<file path="config.mk">
export PLATFORM = sky130hd
export DESIGN_NAME = vga_frame_monitor_flat
export DESIGN_NICKNAME = d
export VERILOG_FILES = /design/src/rtl/vga_pkg.sv /design/src/rtl/vga_if.sv /design/src/rtl/crc16_12b.sv /design/src/rtl/vga_frame_monitor.sv /design/src/flat_wrapper.sv
export SDC_FILE = /design/constraint.sdc
export NUM_CORES = 1
export LEC_CHECK = 0
export CORE_ASPECT_RATIO = 1.75
export CORE_MARGIN = 4
export CORE_UTILIZATION = 55
export DETAILED_ROUTE_END_ITERATION = 7
export MAX_ROUTING_LAYER = met4
export PLACE_DENSITY_LB_ADDON = 0.15
export SLEW_MARGIN = 20
export SYNTH_ARGS = -nofsm -noshare
export SYNTH_HDL_FRONTEND = slang
export SYNTH_SLANG_ARGS = --single-unit
</file>
<file path="constraint.sdc">
create_clock -name clk -period 4.1 [get_ports clk]
set_input_delay 1.23 -clock clk [delete_from_list [all_inputs] [get_ports clk]]
set_output_delay 1.23 -clock clk [all_outputs]
set_load 0.01 [all_outputs]
</file>
<file path="src/rtl/vga_pkg.sv">
// Shared VGA constants, CRC parameters and the per-frame result record
// used by the stream monitor and its consumers.
package vga_pkg;

  localparam int HOR_PIXELS = 1024;
  localparam int VER_PIXELS = 768;

  localparam logic [15:0] CRC16_POLY = 16'h1021;
  localparam logic [15:0] CRC16_INIT = 16'hFFFF;

  typedef struct packed {
    logic [15:0] frame;
    logic [15:0] crc;
    logic [19:0] pix_cnt;
    logic [10:0] line_cnt;
    logic        coord_err;
    logic        size_err;
    logic        overrun;
  } frame_result_t;

endpackage

</file>
<file path="src/rtl/vga_if.sv">
// Pixel stream bundle passed between drawing stages.
interface vga_if;

  logic [10:0] vcount;
  logic        vsync;
  logic        vblnk;
  logic [10:0] hcount;
  logic        hsync;
  logic        hblnk;
  logic [11:0] rgb;

  modport in  (input  vcount, vsync, vblnk, hcount, hsync, hblnk, rgb);
  modport out (output vcount, vsync, vblnk, hcount, hsync, hblnk, rgb);

endinterface

</file>
<file path="src/rtl/crc16_12b.sv">
// Combinational CRC-16 update over one 12-bit RGB word, MSB first,
// unrolled as twelve serial LFSR steps.
module crc16_12b
  import vga_pkg::*;
(
  input  logic [15:0] crc_in,
  input  logic [11:0] data,
  output logic [15:0] crc_out
);

  logic [15:0] chain [0:12];

  assign chain[0] = crc_in;

  genvar gi;
  generate
    for (gi = 0; gi < 12; gi++) begin : g_step
      logic fb;
      assign fb = chain[gi][15] ^ data[11-gi];
      assign chain[gi+1] = {chain[gi][14:0], 1'b0} ^ (fb ? CRC16_POLY : 16'h0000);
    end
  endgenerate

  assign crc_out = chain[12];

endmodule

</file>
<file path="src/rtl/vga_frame_monitor.sv">
// Taps a vga_if stream, measures each complete frame (pixel/line counts,
// CRC-16 of active RGB, coordinate consistency) and reports via valid/ready.
module vga_frame_monitor
  import vga_pkg::*;
#(
  parameter int H_ACTIVE = HOR_PIXELS,
  parameter int V_ACTIVE = VER_PIXELS
) (
  input  logic        clk,
  input  logic        rst,
  vga_if.in           vga_in,
  input  logic        res_ready,
  output logic        res_valid,
  output logic [15:0] res_frame,
  output logic [15:0] res_crc,
  output logic [19:0] res_pix_cnt,
  output logic [10:0] res_line_cnt,
  output logic        res_coord_err,
  output logic        res_size_err,
  output logic        res_overrun
);

  localparam logic [0:0] ST_WAIT_START = 1'b0;
  localparam logic [0:0] ST_CAPTURE    = 1'b1;

  localparam logic [19:0] PIX_EXPECTED  = 20'(H_ACTIVE * V_ACTIVE);
  localparam logic [10:0] LINE_EXPECTED = 11'(V_ACTIVE);
  localparam logic [19:0] PIX_MAX       = '1;
  localparam logic [10:0] LINE_MAX      = '1;

  logic [10:0] vcount_q;
  logic        vsync_q;
  logic        vblnk_q;
  logic [10:0] hcount_q;
  logic        hsync_q;
  logic        hblnk_q;
  logic [11:0] rgb_q;
  logic        vblnk_qq;
  logic        active_q;
  logic        active_qq;
  logic        unused_sync;

  always_ff @(posedge clk) begin
    if (rst) begin
      vcount_q  <= '0;
      vsync_q   <= 1'b0;
      vblnk_q   <= 1'b0;
      hcount_q  <= '0;
      hsync_q   <= 1'b0;
      hblnk_q   <= 1'b0;
      rgb_q     <= '0;
      vblnk_qq  <= 1'b0;
      active_qq <= 1'b0;
    end else begin
      vcount_q  <= vga_in.vcount;
      vsync_q   <= vga_in.vsync;
      vblnk_q   <= vga_in.vblnk;
      hcount_q  <= vga_in.hcount;
      hsync_q   <= vga_in.hsync;
      hblnk_q   <= vga_in.hblnk;
      rgb_q     <= vga_in.rgb;
      vblnk_qq  <= vblnk_q;
      active_qq <= active_q;
    end
  end

  // Sync pulses are carried along with the stream but play no part in measurement.
  assign unused_sync = vsync_q ^ hsync_q;

  logic fs;
  logic fe;
  logic line_end;

  assign active_q = !hblnk_q && !vblnk_q;
  assign fs       = !vblnk_q && vblnk_qq;
  assign fe       = vblnk_q && !vblnk_qq;
  assign line_end = !active_q && active_qq;

  logic [0:0]  state_reg;
  logic [0:0]  state_next;
  logic [15:0] crc_reg;
  logic [15:0] crc_next;
  logic [19:0] pix_cnt_reg;
  logic [19:0] pix_cnt_next;
  logic [10:0] line_cnt_reg;
  logic [10:0] line_cnt_next;
  logic [10:0] col_cnt_reg;
  logic [10:0] col_cnt_next;
  logic        coord_err_reg;
  logic        coord_err_next;

  logic        start;
  logic        track;
  logic        publish;
  logic [15:0] crc_base;
  logic [19:0] pix_base;
  logic [10:0] line_base;
  logic [10:0] col_base;
  logic        coord_base;
  logic [15:0] crc_stepped;

  assign start   = (state_reg == ST_WAIT_START) && fs;
  assign track   = start || (state_reg == ST_CAPTURE);
  assign publish = (state_reg == ST_CAPTURE) && fe;

  // The frame-start cycle may already carry the first active pixel, so it
  // accumulates on top of freshly initialised values rather than waiting a cycle.
  assign crc_base   = start ? CRC16_INIT : crc_reg;
  assign pix_base   = start ? '0 : pix_cnt_reg;
  assign line_base  = start ? '0 : line_cnt_reg;
  assign col_base   = start ? '0 : col_cnt_reg;
  assign coord_base = start ? 1'b0 : coord_err_reg;

  crc16_12b u_crc (
    .crc_in  (crc_base),
    .data    (rgb_q),
    .crc_out (crc_stepped)
  );

  always_comb begin
    crc_next       = crc_base;
    pix_cnt_next   = pix_base;
    line_cnt_next  = line_base;
    col_cnt_next   = col_base;
    coord_err_next = coord_base;
    if (track) begin
      if (active_q) begin
        crc_next     = crc_stepped;
        pix_cnt_next = (pix_base == PIX_MAX) ? PIX_MAX : pix_base + 20'd1;
        col_cnt_next = col_base + 11'd1;
        if ((hcount_q != col_base) || (vcount_q != line_base)) begin
          coord_err_next = 1'b1;
        end
      end
      if (line_end) begin
        line_cnt_next = (line_base == LINE_MAX) ? LINE_MAX : line_base + 11'd1;
        col_cnt_next  = '0;
      end
    end
  end

  always_comb begin
    state_next = state_reg;
    if (start) begin
      state_next = ST_CAPTURE;
    end else if (publish) begin
      state_next = ST_WAIT_START;
    end
  end

  always_ff @(posedge clk) begin
    if (rst) begin
      state_reg     <= ST_WAIT_START;
      crc_reg       <= CRC16_INIT;
      pix_cnt_reg   <= '0;
      line_cnt_reg  <= '0;
      col_cnt_reg   <= '0;
      coord_err_reg <= 1'b0;
    end else begin
      state_reg     <= state_next;
      crc_reg       <= crc_next;
      pix_cnt_reg   <= pix_cnt_next;
      line_cnt_reg  <= line_cnt_next;
      col_cnt_reg   <= col_cnt_next;
      coord_err_reg <= coord_err_next;
    end
  end

  frame_result_t res_reg;
  frame_result_t res_new;
  logic          res_valid_reg;
  logic [15:0]   frame_cnt_reg;

  // A result still waiting for the consumer when the next one lands is
  // flagged as overrun; one accepted in this very cycle is not.
  always_comb begin
    res_new.frame     = frame_cnt_reg;
    res_new.crc       = crc_next;
    res_new.pix_cnt   = pix_cnt_next;
    res_new.line_cnt  = line_cnt_next;
    res_new.coord_err = coord_err_next;
    res_new.size_err  = (pix_cnt_next != PIX_EXPECTED) || (line_cnt_next != LINE_EXPECTED);
    res_new.overrun   = res_valid_reg && !res_ready;
  end

  always_ff @(posedge clk) begin
    if (rst) begin
      res_reg       <= '0;
      res_valid_reg <= 1'b0;
      frame_cnt_reg <= '0;
    end else if (publish) begin
      res_reg       <= res_new;
      res_valid_reg <= 1'b1;
      frame_cnt_reg <= frame_cnt_reg + 16'd1;
    end else if (res_valid_reg && res_ready) begin
      res_valid_reg <= 1'b0;
    end
  end

  assign res_valid     = res_valid_reg;
  assign res_frame     = res_reg.frame;
  assign res_crc       = res_reg.crc;
  assign res_pix_cnt   = res_reg.pix_cnt;
  assign res_line_cnt  = res_reg.line_cnt;
  assign res_coord_err = res_reg.coord_err;
  assign res_size_err  = res_reg.size_err;
  assign res_overrun   = res_reg.overrun;

endmodule

</file>
<file path="src/flat_wrapper.sv">
// flat-port wrapper written by rule: the top's interface ports become plain ports
module vga_frame_monitor_flat import vga_pkg::*;
#(
  parameter int H_ACTIVE = HOR_PIXELS,
  parameter int V_ACTIVE = VER_PIXELS
)
  (clk, rst, res_ready, res_valid, res_frame, res_crc, res_pix_cnt, res_line_cnt, res_coord_err, res_size_err, res_overrun, vga_in_vcount, vga_in_vsync, vga_in_vblnk, vga_in_hcount, vga_in_hsync, vga_in_hblnk, vga_in_rgb);
  vga_if vga_in_i ();
  input  logic clk;
  input  logic rst;
  input  logic res_ready;
  output logic res_valid;
  output logic [15:0] res_frame;
  output logic [15:0] res_crc;
  output logic [19:0] res_pix_cnt;
  output logic [10:0] res_line_cnt;
  output logic res_coord_err;
  output logic res_size_err;
  output logic res_overrun;
  input wire logic [$bits(vga_in_i.vcount)-1:0] vga_in_vcount;
  input wire logic [$bits(vga_in_i.vsync)-1:0] vga_in_vsync;
  input wire logic [$bits(vga_in_i.vblnk)-1:0] vga_in_vblnk;
  input wire logic [$bits(vga_in_i.hcount)-1:0] vga_in_hcount;
  input wire logic [$bits(vga_in_i.hsync)-1:0] vga_in_hsync;
  input wire logic [$bits(vga_in_i.hblnk)-1:0] vga_in_hblnk;
  input wire logic [$bits(vga_in_i.rgb)-1:0] vga_in_rgb;
  assign vga_in_i.vcount = vga_in_vcount;
  assign vga_in_i.vsync = vga_in_vsync;
  assign vga_in_i.vblnk = vga_in_vblnk;
  assign vga_in_i.hcount = vga_in_hcount;
  assign vga_in_i.hsync = vga_in_hsync;
  assign vga_in_i.hblnk = vga_in_hblnk;
  assign vga_in_i.rgb = vga_in_rgb;
  vga_frame_monitor #(.H_ACTIVE(H_ACTIVE), .V_ACTIVE(V_ACTIVE)) u_core (.clk(clk), .rst(rst), .vga_in(vga_in_i), .res_ready(res_ready), .res_valid(res_valid), .res_frame(res_frame), .res_crc(res_crc), .res_pix_cnt(res_pix_cnt), .res_line_cnt(res_line_cnt), .res_coord_err(res_coord_err), .res_size_err(res_size_err), .res_overrun(res_overrun));
endmodule
</file>
## Yosys cells after proc, flatten, opt, wreduce, memory -nomap -nowiden

Index checks and enable logic that the tools add are counted.

- Register bits: 181

- Add/sub/neg operators: 4
- Reductions and logical operators: 18
- Eq/ne operators: 6
- Muxes and demuxes: 35
- Bitwise operators: 25

Operators by type and width:

| cell | number |
|---|---|
| bitwise XOR 16 x 13 -> 16 bit | 12 |
| two-way mux 13 bit | 12 |
| two-way mux 11 bit | 8 |
| two-way mux 20 bit | 4 |
| two-way mux 16 bit | 3 |
| adder 11 x 1 -> 11 bit, second input constant | 2 |
| != test 11 bit | 2 |
| adder 20 x 1 -> 20 bit, second input constant | 1 |
| == test 20 bit, second input constant | 1 |
| != test 20 bit, second input constant | 1 |
| adder 16 x 1 -> 16 bit, second input constant | 1 |
| bitwise XOR 1 bit | 12 |
| == test 11 bit, second input constant | 1 |
| != test 11 x 10 -> 1 bit, second input constant | 1 |
| logical AND 1 bit | 8 |
| two-way mux 1 bit | 8 |
| logical NOT 1 bit | 5 |
| nonzero test 2 bit | 2 |
| logical OR 1 bit | 3 |
| inverter 1 bit | 1 |

## Longest topological paths before layout

Gate-level depths: netlist (run 1).

- Word-level depth: 42
- Depth in mapped cells: 16
- Mapped depth without buffers: 10

## Hierarchy

From an unflattened synthesis (run 1), not the netlist that was laid out.

- Cells, all modules: 978
- Area, all modules: 8215.4 µm²

By module, submodules not included:

| module | times used | area an instance (µm²) | sequential area each (µm²) | cells each |
|---|---|---|---|---|
| vga_frame_monitor | 1 | 7778.7 | 3623.5 | 936 |
| crc16_12b | 1 | 436.7 | 0.0 | 42 |

## Worst setup path after synthesis (run 1)

No wires, ideal clock.

- Path kind: flip-flop to flip-flop
- From: register u_core.vblnk_qq
- To: register u_core.res_reg, in the netlist u_core.res_size_err
- Arrival time: 3.506 ns
- Buffers on the path: 6
- Data required time: 3.973 ns
- Library setup time: 0.127 ns
- Setup slack: 0.467 ns
- Cell stages (with the launch flop): 17
- Cell sequence: dfxtp_1 -> buf_2 -> nor3b_2 -> clkbuf_1 -> clkbuf_1 -> clkbuf_1 -> nor2_1 -> ha_1 -> o211ai_1 -> clkbuf_1 -> nor4_1 -> and2_1 -> clkbuf_1 -> a221oi_1 -> nand4b_1 -> nor4_1 -> a21oi_1

- Word-level cells in the longest chain between the ends: 9

RTL lines:

| element | line | text |
|---|---|---|
| start: declaration | vga_frame_monitor.sv:38 | `logic vblnk_qq;` |
| start signal: assignment | vga_frame_monitor.sv:62 | `vblnk_qq <= vblnk_q;` |
| logical AND 1 bit | vga_frame_monitor.sv:75 | `assign fs = !vblnk_q && vblnk_qq;` |
| logical AND 1 bit | vga_frame_monitor.sv:102 | `assign start = (state_reg == ST_WAIT_START) && fs;` |
| two-way mux 20 bit or two-way mux 11 bit (tied branches) | vga_frame_monitor.sv:109, vga_frame_monitor.sv:110 |  |
| adder 20 x 1 -> 20 bit, or another cell as far along | vga_frame_monitor.sv:129 | `pix_cnt_next = (pix_base == PIX_MAX) ? PIX_MAX : pix_base + 20'd1;` |
| two-way mux 20 bit or two-way mux 11 bit (tied branches) | vga_frame_monitor.sv:129, vga_frame_monitor.sv:136 |  |
| two-way mux 20 bit or two-way mux 11 bit (tied branches) | vga_frame_monitor.sv:127, vga_frame_monitor.sv:135 |  |
| two-way mux 20 bit or two-way mux 11 bit (tied branches) | vga_frame_monitor.sv:126 | `if (track) begin` |
| != test 20 bit or != test 11 x 10 -> 1 bit (tied branches) | vga_frame_monitor.sv:182 | `res_new.size_err = (pix_cnt_next != PIX_EXPECTED) \|\| (line_cnt_next != LINE_EXPECTED);` |
| logical OR 1 bit | vga_frame_monitor.sv:182 |  |
| end signal: assignment | vga_frame_monitor.sv:192 | `res_reg <= res_new;` |
| end: declaration | vga_frame_monitor.sv:169 | `frame_result_t res_reg;` |

Parallel ways exist; a longest one is shown, timed or not.
A chain may end at the register's enable or synchronous reset.

## Worst setup path in the final report (run 1)

Same ends and word-level chain as after synthesis.

==> impl_metrics.yaml, run 1 <==
power_and_ir_drop:
  seqPwrFrac_pct: 48.5
  power.total_mw: 3.78
  p_switching_uw: 992
  switching_share_pct: 26.3
  internal-power_mw: 2.79
  p_clk_share_pct: 41.7
  p_leak_nw: 3.42
  pwr_density_cell_mw_per_mm2: 381
  pwr-share-comb_pct: 9.8
  irDropWorstVdd_v: 0.000230
setup_path:
  critPathRequiredTime_ns: 4.40
  crit_type: "register to register"
  r2r_setup_slack_ns: 0.70
  crit_path_max_fanout: 11
  critPathLaunchType: "register"
  worst_setup_path_end_kind: "register"
  cp_data_arrival_time_ns: 3.71
timing:
  period_minus_slack_ns: 3.40
  hold_slack_ns: 0.456
  skew_ns: 0.0123
  worst_pin_slew_ns: 0.958
  rsz0062_at_grt: "false"
  relSlewSlack_pct: 36.1
  drv_slew: 0
  max_freq_mhz: 294
  final.setup.tns_ns: 0
  setup_viol: 0
  hold_viol_final: 0
  period_share_pct: 83.0
clock_tree:
  cts_buffers: 17
  cts_tree: "yes"
  insertion_delay_ns: 0.43
  clk_pin_slew_ns: 0.07
  cts_sinks: 181
  cts-root-buf: "clkbuf_16"
  cts_setup_buffers: 0
  clk_path_buf_depth: 2
  post_cts_resized: 0
  postCtsHoldBufs: 0
  cts_max_level: 4
yosys:
  synthTopCellsByArea: "dfxtp_1 (44%), nor2_1 (6.8%), xnor2_1 (5.2%)"
  synth_fa_ha_area_share_pct: 0.457
  async_flop_share_pct: 0
  seq_area_frac_synth_pct: 44.1
  yosysWarnings: 0
  netlist_area_mm2: 0.00822
  synth_top_area_share_pct: 44.1
  syn_inst: 980
  yosys.area_share.simple_pct: 27.7
  synth_most_common_cell: "dfxtp_1"
  synth_top_family_by_area: "simple AND/OR/NAND/NOR gates"
  syn_nets: 1024
  yosys-mux-area-fraction_pct: 0.503
  synth-edff-count: 0
  yosys.area.top_type: "dfxtp_1"
  yosys_most_used_dff: "dfxtp_1"
  synth_top_cells_by_count: "dfxtp_1 (181), nor2_1 (149), nand2_1 (109)"
  syn_area_per_cell_um2: 8.38
  synth_xor_area_share_pct: 9.14
  yosysUniqueCellTypes: 72
  synth-compound-area-share_pct: 14.6
  synth_seq_cells: 181
routing:
  dr.pass1.iters: 5
  viasPerCell: 5.72
  ant_nets: 0
  drtIter0Drc: 507
  wl_per_cell_um: 16.7
  vias: 7101
  drc: 0
  finalWirelength_um: 20700
finish:
  nNetsFinal: 1092
  area_delta_synth_final_pct: 20.6
  drive_above_1_share_pct: 6.31
  antenna_cells: 0
placed_design:
  numPortBuffers: 105
  dpl.hpwl_um: 14300
  place.gp.congestion: 0.921
status:
  outcome: "finished clean"
floorplanning:
  ioPinCount: 108
  rows: 58
  die-area_mm2: 0.0170
  die_w_um: 100
  die_h_um: 170
  core_mm2: 0.0145
  start_util_pct: 56.6
global_route:
  grt_max_degree: 69
  first_global_vias: 6931
  grt_overflow: 0
  grt_pass1_wl_um: 34000
  grt_usage_pct: 25.6
  antenna_found_initial: 0
worst_hold_path:
  min_path_type: "register to register"
job:
  maxCapViolCount: 0
final timing paths:
path                            depth (start not counted)              startpoint                      to
worst max register to register                         10         u_core.vblnk_qq     u_core.res_size_err
worst max-delay path                                   10         u_core.vblnk_qq     u_core.res_size_err
worst min-delay path                                    2  u_core.res_pix_cnt[16]  u_core.res_pix_cnt[16]
worst min register to register                          2  u_core.res_pix_cnt[16]  u_core.res_pix_cnt[16]
metal layers:
layer  vias up  wire length [um]  track usage, %
li1       3528                 -               -
met1      3357              8180            28.0
met2       165             10900            44.4
met3        51               886            5.14
met4         0               750            11.1
met5         -                 0               -
critical path: stages, from the launching register on:
cell      delay [ns]
dfxtp_1         0.52
or3b_2          0.49
and2_1          0.22
ha_1            0.20
o211ai_1        0.34
nor4_1          0.17
and2_1          0.29
a221oi_1        0.38
nand4b_1        0.19
nor4_1          0.39
a21oi_1         0.10
placed cells by master, fill, tap and decap left out, drive strengths merged, types with 14 or more instances in the layout:
cell and count:
inv 14, dfxtp 181, xor2 26, nand2 109, nor2 149, a211oi 24
clkbuf 17, nand3 24, nor3 22, clkdlybuf4s50 104, nor2b 44, nand4 16
xnor2 49, o21ai 28, a21oi 60
power groups by stage:
stage	Sequential [mW]	Clock (mW)	Combinational [mW]
after detailed placement	1.87	0	0.368
final	1.83	1.58	0.369
after global routing	1.84	1.68	0.404
after CTS	1.83	1.60	0.371
after global placement	1.87	0	0.366
after floorplan	1.86	0	0.264
cells by family after synthesis:
| kind of cell | count (synthesis) |
|---|---|
| adder cells (fa/ha/maj) | 3 |
| XOR/XNOR | 79 |
| AO/OA/AOI/OAI | 182 |
| flip-flops | 181 |
| multiplexers | 4 |
| AND/OR/NAND/NOR | 456 |
| buffers and inverters | 75 |
area by class of cell:
type                    instances  area [um^2]
clock buffers                  17          425
well taps                     180          225
inverters                       8         30.0
clock inverters                15          145
repair buffers                116         1140
multi-input cells             724         4320
fillers                      1222         4600
flip-flops and latches        181         3620
metrics by stage:
stage	worst slack, ns	std cells	area (um^2)	util (%)
global route	0.495	1241	9910	68.3
detailed placement	0.796	1209	9340	64.4
global placement	0.827	1209	9340	64.4
CTS	0.729	1241	9910	68.3
floorplan	0.467	980	8220	-
finish	0.696	1241	9910	68.3
(Power assumes the default switching activity.)
==> inputs of run 2 (changes only) <==
--- a/config.mk
+++ b/config.mk
@@ -7,7 +7,7 @@
 export LEC_CHECK = 0
 export CORE_ASPECT_RATIO = 1.75
 export CORE_MARGIN = 4
-export CORE_UTILIZATION = 55
+export CORE_UTILIZATION = 50
 export DETAILED_ROUTE_END_ITERATION = 7
 export MAX_ROUTING_LAYER = met4
 export PLACE_DENSITY_LB_ADDON = 0.15
==> constraint.sdc (replaced) <==
create_clock -name clk -period 3.03 [get_ports clk]
set_input_delay 0.909 -clock clk [delete_from_list [all_inputs] [get_ports clk]]
set_output_delay 0.909 -clock clk [all_outputs]
set_load 0.01 [all_outputs]
==> run 2 against run 1 <==
Net effect: sequential power rose by 36%; power rose by 40%; clock-buffer cell count rose by 2; largest cell class unchanged; global-route usage fell by 1.6 points; cell area rose by 2.7%; critical path type unchanged; critical endpoint unchanged; clock skew rose by 0.0035 ns; first-iteration DRC count fell by 31%; highest routed layer unchanged; combinational power rose by 42%; die area rose by 9.4%; setup slack got worse by 0.50 ns; largest power group unchanged; non-clock buffer count rose by 28; utilization fell by 4.8 points.
==> impl_metrics.yaml, run 2 (synthesis gave the netlist of run 1 again) <==
clock_tree:
  cts_buffers: 17
  clk_pin_slew_ns: 0.07
  cts_sinks: 181
  post_cts_resized: 0
  postCtsHoldBufs: 0
  cts_tree: "yes"
  cts_max_level: 4
  insertion_delay_ns: 0.43
  cts-root-buf: "clkbuf_16"
  clk_path_buf_depth: 2
  cts_setup_buffers: 0
finish:
  final_cell_mix: "dfxtp_1 (181), nor2_1 (149), nand2_1 (109)"
  final_common_cell: "dfxtp_1"
  antenna_cells: 0
  regArea_mm2: 0.00362
  fillCellCount: 1395
  drive_above_1_share_pct: 8.72
  nNetsFinal: 1120
  multiInputGateArea_mm2: 0.00432
  area_delta_synth_final_pct: 23.9
global_route:
  first_global_vias: 7167
  antenna_found_initial: 0
  grt_max_degree: 58
  grt_usage_pct: 24.0
  grt_overflow: 0
  grt_pass1_wl_um: 35200
routing:
  viasPerCell: 5.63
  finalWirelength_um: 21200
  vias: 7191
  ant_nets: 0
  wl_per_cell_um: 16.6
  dr.pass1.iters: 5
  drtIter0Drc: 351
  drc: 0
status:
  outcome: "finished clean"
worst_hold_path:
  min_path_type: "register to register"
timing:
  final.setup.tns_ns: 0
  max_freq_mhz: 352
  relSlewSlack_pct: 56.2
  rsz0062_at_grt: "false"
  hold_viol_final: 0
  skew_ns: 0.0158
  period_share_pct: 93.6
  worst_pin_slew_ns: 0.652
  drv_slew: 0
  hold_slack_ns: 0.455
  period_minus_slack_ns: 2.84
  setup_viol: 0
setup_path:
  path_buf_inv: 0
  critPathRequiredTime_ns: 3.33
  critPathLaunchType: "register"
  worst_setup_path_end_kind: "register"
  cpMaxStageDelayCell: "or3b_2"
  crit_path_max_fanout: 9
  crit_chain: "or3b_2 -> and2_1 -> ha_1 -> o211ai_1 -> nor4_1 -> and2_1 -> a221oi_2 -> nand4b_1 -> nor4_1 -> a21oi_1"
  crit_type: "register to register"
  worst_path_dominant_cell_family: "simple AND/OR/NAND/NOR gates"
  cp_data_arrival_time_ns: 3.13
  cp_slowest_stage_delay_ns: 0.46
floorplanning:
  start_util_pct: 51.3
  ioPinCount: 108
  die_h_um: 178
  core_mm2: 0.0160
  rows: 61
  die_w_um: 105
  die-area_mm2: 0.0186
job:
  maxCapViolCount: 0
placed_design:
  dpl.hpwl_um: 15000
  numPortBuffers: 105
  place.gp.congestion: 0.899
power_and_ir_drop:
  p_leak_nw: 3.57
  pwr_density_cell_mw_per_mm2: 520
  irDropWorstVdd_v: 0.000384
  power.total_mw: 5.30
run 2: power breakdown:
part / leakage [nW] / switching, mW / internal, mW / total [mW]
Combinational: 1.81 / 0.262 / 0.263 / 0.525
Clock: 0.297 / 0.962 / 1.33 / 2.30
Sequential: 1.47 / 0.0404 / 2.43 / 2.48
run 2: worst paths after layout:
check / cells after the start / slack, ns / to / startpoint
worst max-delay path: 10 / 0.19 / u_core.res_size_err / u_core.vblnk_qq
worst min-delay path: 2 / 0.46 / u_core.res_pix_cnt[19] / u_core.res_pix_cnt[19]
worst max register to register: 10 / 0.19 / u_core.res_size_err / u_core.vblnk_qq
worst min register to register: 2 / 0.46 / u_core.res_pix_cnt[19] / u_core.res_pix_cnt[19]
run 2: tightest hold or removal path, cell delays in order, from the launching register on:
cell     delay, ns
dfxtp_1       0.31
nand2_1       0.05
a21oi_1       0.05
run 2: layout make-up:
cell class,instances,area share [%]
Clock inverter,13,1.67
Sequential cell,181,35.6
Clock buffer,19,4.35
Timing Repair Buffer,144,13.3
Multi-Input combinational cell,724,42.5
Tap cell,189,2.32
Inverter,8,0.295
run 2: through the flow:
stage / std cells / worst slack, ns / util (%) / cell area, um^2
6_report: 1278 / 0.193 / 63.5 / 10200
3_5_place_dp: 1246 / 0.218 / 59.7 / 9570
4_1_cts: 1278 / 0.204 / 63.5 / 10200
2_1_floorplan: 980 / 0.0311 / - / 8250
5_1_grt: 1278 / 0.0402 / 63.5 / 10200
3_3_place_gp: 1246 / 0.252 / 59.7 / 9570
run 2: metal layers:
layer / up-vias / part of all wire (%) / GRT usage [%]
li1: 3581 / - / -
met1: 3389 / 40 / 25.5
met2: 169 / 53 / 42.8
met3: 52 / 3.7 / 4.51
met4: 0 / 3.4 / 11.3
met5: - / 0 / -
==> inputs of run 3 (changes only) <==
--- a/config.mk
+++ b/config.mk
@@ -5,6 +5,7 @@
 export SDC_FILE = /design/constraint.sdc
 export NUM_CORES = 1
 export LEC_CHECK = 0
+export CAP_MARGIN = 40
 export CORE_ASPECT_RATIO = 1.75
 export CORE_MARGIN = 4
 export CORE_UTILIZATION = 50
==> results of run 3 <==
No change in the layout: final DEF, timing and power equal those of run 2.
